### config.mk
export PLATFORM = sky130hd
export DESIGN_NAME = multi_ch_blinker
export DESIGN_NICKNAME = d
export VERILOG_FILES = /design/src/rtl/multi_ch_blinker.sv
export SDC_FILE = /design/constraint.sdc
export NUM_CORES = 1
export LEC_CHECK = 0
export CAP_MARGIN = 20
export CORE_ASPECT_RATIO = 1.1
export CORE_MARGIN = 3
export CORE_UTILIZATION = 50
export CTS_CLUSTER_DIAMETER = 150
export DETAILED_ROUTE_END_ITERATION = 10
export PLACE_DENSITY = 0.65
export SETUP_SLACK_MARGIN = 0.1
export SLEW_MARGIN = 20
export SYNTH_ARGS = -nofsm -noshare
export SYNTH_HDL_FRONTEND = slang
export SYNTH_SLANG_ARGS = --single-unit
### constraint.sdc
create_clock -name clk -period 4.05 [get_ports clk]
set_input_delay 0.81 -clock clk [delete_from_list [all_inputs] [get_ports clk]]
set_output_delay 0.81 -clock clk [all_outputs]
set_load 0.03 [all_outputs]
### src/rtl/multi_ch_blinker.sv
// multi_ch_blinker: N_CH LED pattern channels on a shared tick base.
// Optional BLINKER_PWM_DIM_EN adds a global 4-bit PWM dim input.
module multi_ch_blinker #(
  parameter int CLK_HZ   = 24000000,
  parameter int TICK_HZ  = 1000,
  parameter int N_CH     = 4,
  parameter int HALF_W   = 10,
  parameter int DEF_HALF = 500,
  localparam int CH_W    = (N_CH > 1) ? $clog2(N_CH) : 1
) (
  input  logic              clk,
  input  logic              rst,
  input  logic              en,
  input  logic [2*N_CH-1:0] mode,
  input  logic              cfg_we,
  input  logic [CH_W-1:0]   cfg_ch,
  input  logic [HALF_W-1:0] cfg_half,
`ifdef BLINKER_PWM_DIM_EN
  input  logic [3:0]        dim,
`endif
  output logic [N_CH-1:0]   led
);

  localparam int PRESC_RAW = CLK_HZ / TICK_HZ;
  localparam int PRESC = (PRESC_RAW > 1) ? PRESC_RAW : 1;
  localparam int PW = $clog2(PRESC) + 1;
  localparam logic [PW-1:0] P_LAST = PW'(PRESC - 1);
  localparam logic [7:0] HB_PAT = 8'b0000_0101;

  typedef enum logic [1:0] {
    M_OFF   = 2'b00,
    M_ON    = 2'b01,
    M_BLINK = 2'b10,
    M_HB    = 2'b11
  } mode_e;

  logic [PW-1:0]     presc_q;
  logic              tick;
  mode_e             mode_q  [N_CH];
  logic [HALF_W-1:0] half_q  [N_CH];
  logic [HALF_W-1:0] cnt_q   [N_CH];
  logic [2:0]        phase_q [N_CH];
  logic [HALF_W-1:0] hm1     [N_CH];
  logic [N_CH-1:0]   wr_hit;
  logic [N_CH-1:0]   dec;
  logic              gate;

  assign tick = en && (presc_q == P_LAST);

  // Prescaler: free count while enabled, parked at 0 otherwise
  always_ff @(posedge clk) begin
    if (rst) begin
      presc_q <= '0;
    end else if (!en || tick) begin
      presc_q <= '0;
    end else begin
      presc_q <= presc_q + 1'b1;
    end
  end

  // Write hit and effective half-period minus one per channel
  always_comb begin
    for (int i = 0; i < N_CH; i++) begin
      wr_hit[i] = cfg_we && (int'(cfg_ch) == i);
      hm1[i]    = (half_q[i] == '0) ? '0
                : half_q[i] - 1'b1;
    end
  end

  // Channel state: cfg write beats mode change beats tick
  always_ff @(posedge clk) begin
    if (rst) begin
      for (int i = 0; i < N_CH; i++) begin
        mode_q[i]  <= M_OFF;
        half_q[i]  <= HALF_W'(DEF_HALF);
        cnt_q[i]   <= '0;
        phase_q[i] <= '0;
      end
    end else begin
      for (int i = 0; i < N_CH; i++) begin
        mode_q[i] <= mode_e'(mode[2*i +: 2]);
        if (wr_hit[i]) begin
          half_q[i]  <= cfg_half;
          cnt_q[i]   <= '0;
          phase_q[i] <= '0;
        end else if (mode_e'(mode[2*i +: 2]) != mode_q[i]) begin
          cnt_q[i]   <= '0;
          phase_q[i] <= '0;
        end else if (mode_q[i] == M_OFF || mode_q[i] == M_ON) begin
          cnt_q[i]   <= '0;
          phase_q[i] <= '0;
        end else if (tick) begin
          if (cnt_q[i] >= hm1[i]) begin
            cnt_q[i]   <= '0;
            phase_q[i] <= phase_q[i] + 3'd1;
          end else begin
            cnt_q[i] <= cnt_q[i] + 1'b1;
          end
        end
      end
    end
  end

  // Pattern decode from registered mode and phase
  always_comb begin
    dec = '0;
    for (int i = 0; i < N_CH; i++) begin
      unique case (mode_q[i])
        M_OFF:   dec[i] = 1'b0;
        M_ON:    dec[i] = 1'b1;
        M_BLINK: dec[i] = ~phase_q[i][0];
        M_HB:    dec[i] = HB_PAT[phase_q[i]];
      endcase
    end
  end

`ifdef BLINKER_PWM_DIM_EN
  logic [3:0] pwm_cnt;

  // Free-running PWM ramp for global dimming
  always_ff @(posedge clk) begin
    if (rst) begin
      pwm_cnt <= '0;
    end else begin
      pwm_cnt <= pwm_cnt + 4'd1;
    end
  end

  assign gate = (pwm_cnt <= dim);
`else
  assign gate = 1'b1;
`endif

  // Registered LED drive
  always_ff @(posedge clk) begin
    if (rst) begin
      led <= '0;
    end else begin
      led <= dec & {N_CH{gate}};
    end
  end

endmodule

==> impl_metrics.toml, run 1 <==
[logic_synthesis]
synthCells = 674
yosysTopAreaCell = "edfxtp_1"
synth_edf_count = 92
synth_top_family_by_area = "simple AND/OR/NAND/NOR gates"
ys_seq_elements = 120
ys_warn_count = 0
synth-seq-area-share_pct = 47.5
synthArstFlopShare_pct = 0
synth_ff_type = "edfxtp_1"
yosysTopAreaCellShare_pct = 39.5
syn_nets = 755
netlist_area_sq_um = 7000
synthMuxAreaShare_pct = 0.858
synth_cell_types = 45
synthAdderAreaFrac_pct = 10.2
synthSimpleGateAreaFrac_pct = 25.7
synth.area.top_cells = "edfxtp_1 39%, ha_1 10%, dfxtp_1 8.0%, xor2_1 5.6%, xnor2_1 4.3%"
synth-compound-area-share_pct = 4.11
avgSynthCellArea_sq_um = 10.4
synth_xor_area_share_pct = 9.89

[setup_path]
start_kind = "flop"
cp_max_fo = 9
critical_path_arrival_ns = 3.68
worst-setup-path-type = "flop to flop"
required_ns = 4.10
worstSetupEndpointType = "flop"

[clock_tree]
cts_buffers = 17
clock-sinks = 120
cts_hold_buf = 0
clockRootBuffer = "clkbuf_16"
cts.clk_slew.worst_paths_ns = 0.05
cts_buffer_depth = 2
clk_latency_ns = 0.41
cts_tree = "yes"
htree_levels = 4

[detailed_routing]
dr.pass1.iters = 4
ant_nets = 0
first_iter_violations = 323
drcViolationCount = 0
wl_mm = 13.9
wl_per_cell_um = 15.2
vias = 4982
vias_per_cell = 5.47

[layout]
final_cell_mix = "92 x edfxtp_1, 74 x nor2_1, 64 x nand2_1"
nNetsFinal = 795
antennaDiodeCount = 0
areaGrowthSynthToFinish_pct = 15.5
fin_area_sq_um = 8080
layout_commonest_cell = "edfxtp_1"
drive_gt1_share_pct = 6.74

[timing]
finalCriticalPeriod_ns = 3.64
rsz0062_at_grt = "false"
setup_tns_ns = 0
finalMaxSlewViolations = 0
tightest_slew_ns = 0.751
fin_crit_sh_pct = 89.8
setup_viol = 0
maxSlewHeadroom_pct = 49.4
hold_viol = 0
skew_ns = 0.00780
fmax_ghz = 0.275

[placed_design]
port-buffer-count = 27
place_area_sq_um = 7470
gp_congestion = 0.815
dp_hpwl_mm = 10.3

[floorplan]
rows = 44
coreArea_sq_um = 13400
io_pins = 28
start_util_pct = 52.1
die_x_um = 119
die_h_um = 130
die-area_sq_um = 15500

[grt]
grt_overflow = 0
grt_pass1_wl_mm = 23.3
grt_pass1_vias = 5042
grt_use_total_pct = 19.0
antenna_found_initial = 0
grt_max_degree = 17

[job]
maxCapViolations = 0

[power_and_ir_drop]
leakagePower_nw = 3.21
finalPower_mw = 3.17
irDropWorstVdd_mv = 0.287
powerDensity_nw_per_um2 = 392

[hold_path]
min_path_type = "flop to flop"

[run_status]
outcome = "completed"
## power by group
part	internal, mW	switching (mW)	total [mW]
registers	1.37	0.0440	1.41
logic	0.113	0.129	0.242
clock network	1.01	0.505	1.51
## state kept, by name, indices dropped and copies added, names as in the netlist
name and count:
presc_q 16, cnt_q 40, half_q 40, mode_q 8
phase_q 12, led 4
## cell families after synthesis
logic type	after synthesis
and+or+nand+nor	336
adders and majority gates	57
AOI/OAI and AO/OA	46
xor gates and xnor gates	79
muxes	6
DFF	120
buffers and inverters	30
## per-stage QoR
stage | setup WS (ns) | util [%] | cells | hold WS [ns]
finish | 0.414 | 60.1 | 911 | 0.444
global placement | 0.468 | 55.6 | 878 | 0.426
detailed placement | 0.309 | 55.6 | 878 | 0.441
CTS | 0.294 | 60.1 | 910 | 0.448
global route | 0.212 | 60.1 | 911 | 0.473
floorplan | 0.684 | - | 674 | 0.413
## per-layer routing
layer  part of all wire, %  wire, um  vias to the layer above  track usage (%)
met5                     0         0                        -                0
met4                   1.2       160                        0             5.79
met3                   3.6       504                       15             4.07
met2                    49      6750                       75             31.8
met1                    47      6460                     2403             24.9
li1                      -         -                     2489                -
## Yosys cell counts, types with 7 or more instances
cell / n
and3_1: 19
nand3_1: 26
xor2_1: 45
a21oi_1: 18
nor3_1: 17
or3_1: 12
dfxtp_1: 28
nor3b_1: 7
nand4_1: 12
nand2b_1: 32
and2_1: 19
clkbuf_1: 7
nor2_1: 74
inv_1: 20
nand2_1: 64
o21ai_0: 8
nor2_2: 9
xnor2_1: 34
nor2b_1: 10
nor4_1: 8
edfxtp_1: 92
ha_1: 57
## critical path, stage by stage, from the launching register on
cell and delay, ns:
edfxtp_1 0.41, or3_1 0.39, or3_1 0.32, or4_1 0.62
and2_1 0.22, ha_1 0.25, nand2b_1 0.09, a211oi_1 0.07
or3_1 0.36, and2_1 0.17, o21ai_0 0.38
## what timing repair did
item,in CTS,in global routing
setup buffers,0,1
gates resized for setup,0,1
setup endpoints to repair,0,12
## path summary, 6_finish.rpt
check | endpoint | slack (ns) | depth (start not counted) | from
min reg2reg | presc_q[0] | 0.44 | 1 | presc_q[0]
max reg2reg | phase_q[2][0] | 0.41 | 10 | half_q[2][5]
max | phase_q[2][0] | 0.41 | 10 | half_q[2][5]
min | presc_q[0] | 0.44 | 1 | presc_q[0]
## cell type report
type / instances / area (sq um)
Fill cell: 1192 / 5350
Multi-Input combinational cell: 524 / 3550
Sequential cell: 120 / 3320
Clock buffer: 22 / 474
Timing Repair Buffer: 31 / 300
Tap cell: 184 / 230
Clock inverter: 10 / 124
Inverter: 20 / 75.1
No activity file was read; power rests on OpenSTA's default activity.
==> run 2: changes to the inputs <==
Settings changed: MAX_ROUTING_LAYER from default to met4.
==> run 2 against run 1 <==
Effect of this change: final cell count unchanged; clock-buffer cell count unchanged; clock skew about the same; sequential share of layout area is the same; sequential cell count did not move; critical endpoint unchanged.
==> impl_metrics.toml, run 2 (synthesis gave the netlist of run 1 again) <==
[floorplan]
coreArea_sq_um = 13400
io_pins = 28
die_x_um = 119
rows = 44
start_util_pct = 52.1
die-area_sq_um = 15500
die_h_um = 130

[timing]
setup_viol = 0
tightest_slew_ns = 0.753
fmax_ghz = 0.275
holdWs_ns = 0.444
setup_tns_ns = 0
hold_viol = 0
maxSlewHeadroom_pct = 49.3
skew_ns = 0.00742
rsz0062_at_grt = "false"
setup_ws_ns = 0.415
finalMaxSlewViolations = 0
finalCriticalPeriod_ns = 3.63
fin_crit_sh_pct = 89.7

[layout]
top_regs = "cnt_q (40), half_q (40), presc_q (16)"
nNetsFinal = 795
areaGrowthSynthToFinish_pct = 15.5
antennaDiodeCount = 0
final_cell_mix = "92 x edfxtp_1, 74 x nor2_1, 64 x nand2_1"
drive_gt1_share_pct = 6.74
final_util_pct = 60.1
layout_commonest_cell = "edfxtp_1"
nFillCells = 1192

[grt]
grt_use_total_pct = 19.6
grt_pass1_wl_mm = 23.4
grt_max_degree = 17
grt_overflow = 0
antenna_found_initial = 0
grt_pass1_vias = 5043

[setup_path]
start_kind = "flop"
crit_path_max_incr_delay_ns = 0.62
r2r_start = "half_q[2][5]"
cp_max_fo = 9
required_ns = 4.10
path_cells = "or3_1, or3_1, or4_1, and2_1, ha_1, nand2b_1, a211oi_1, or3_1, and2_1, o21ai_0"
crit_top_cell = "or3_1"
rrSetupSlack_ns = 0.42
worstSetupEndpointType = "flop"
cpMaxStageDelayCell = "or4_1"
critical_path_arrival_ns = 3.68
worst-setup-path-type = "flop to flop"
startpoint = "half_q[2][5]"

[hold_path]
hold_start = "presc_q[0]"
min_path_type = "flop to flop"

[power_and_ir_drop]
irDropWorstVdd_mv = 0.287
powerDensity_nw_per_um2 = 392
leakagePower_nw = 3.21
finalPower_mw = 3.17

[detailed_routing]
first_iter_violations = 342
wl_per_cell_um = 15.2
vias_per_cell = 5.46
dr.pass1.iters = 4
drcViolationCount = 0
ant_nets = 0
wl_mm = 13.9
vias = 4972

[clock_tree]
clock-sinks = 120
cts_tree = "yes"
cts.clk_slew.worst_paths_ns = 0.05
cts_buffer_depth = 2
cts_buffers = 17
clockRootBuffer = "clkbuf_16"
htree_levels = 4
cts_hold_buf = 0
clk_latency_ns = 0.40

[placed_design]
port-buffer-count = 27
place_ws_ns = 0.309
gp_congestion = 0.827
dp_hpwl_mm = 10.3

[job]
maxCapViolations = 0

[run_status]
outcome = "completed"
-- run 2: cell counts in the layout (fill, tap and decap cells not counted) --
No cell type changed its count.
-- run 2: critical path, delay by kind of cell, from the launching register on --
| family | cells | cell delay, ns |
|---|---|---|
| flops | 1 | 0.41 |
| fa+ha+maj | 1 | 0.25 |
| simple gates | 7 | 2.17 |
| compound gates | 2 | 0.45 |
-- run 2: path summary, 6_finish.rpt --
path                            cells past startpoint            end
worst max-delay path                               10  phase_q[2][0]
worst min-delay path                                1     presc_q[0]
worst max register to register                     10  phase_q[2][0]
worst min register to register                      1     presc_q[0]
-- run 2: area by class of cell --
type                       count  area (sq um)  area share (%)
multi-input combinational    524          3550            44.0
sequential                   120          3320            41.1
clock buffer                  22           474            5.87
timing repair buffer          31           300            3.72
tap                          184           230            2.85
clock inverter                10           124            1.53
inverter                      20          75.1           0.929
-- run 2: routing by layer --
metal	global-route usage, %	part of all wire (%)	vias up
met4	5.79	0.94	0
met5	-	0	-
met1	25.1	46	2395
met3	4.03	4.0	12
met2	31.8	49	78
li1	-	-	2487
-- run 2: per-stage QoR --
step,instance area (sq um),cells
2_1_floorplan,7000,674
6_report,8080,911
3_3_place_gp,7470,878
3_5_place_dp,7470,878
5_1_grt,8080,911
4_1_cts,8070,910
-- run 2: report_power, final --
group	switching (mW)	internal (mW)	leakage (nW)
logic	0.129	0.113	1.65
registers	0.0440	1.37	1.26
clock network	0.502	1.01	0.301
total	0.675	2.49	3.21
-- run 2: what timing repair did --
item	in CTS	in global routing
endpoints found under the setup margin	0	12
gates resized for setup	0	1
buffers inserted	0	1
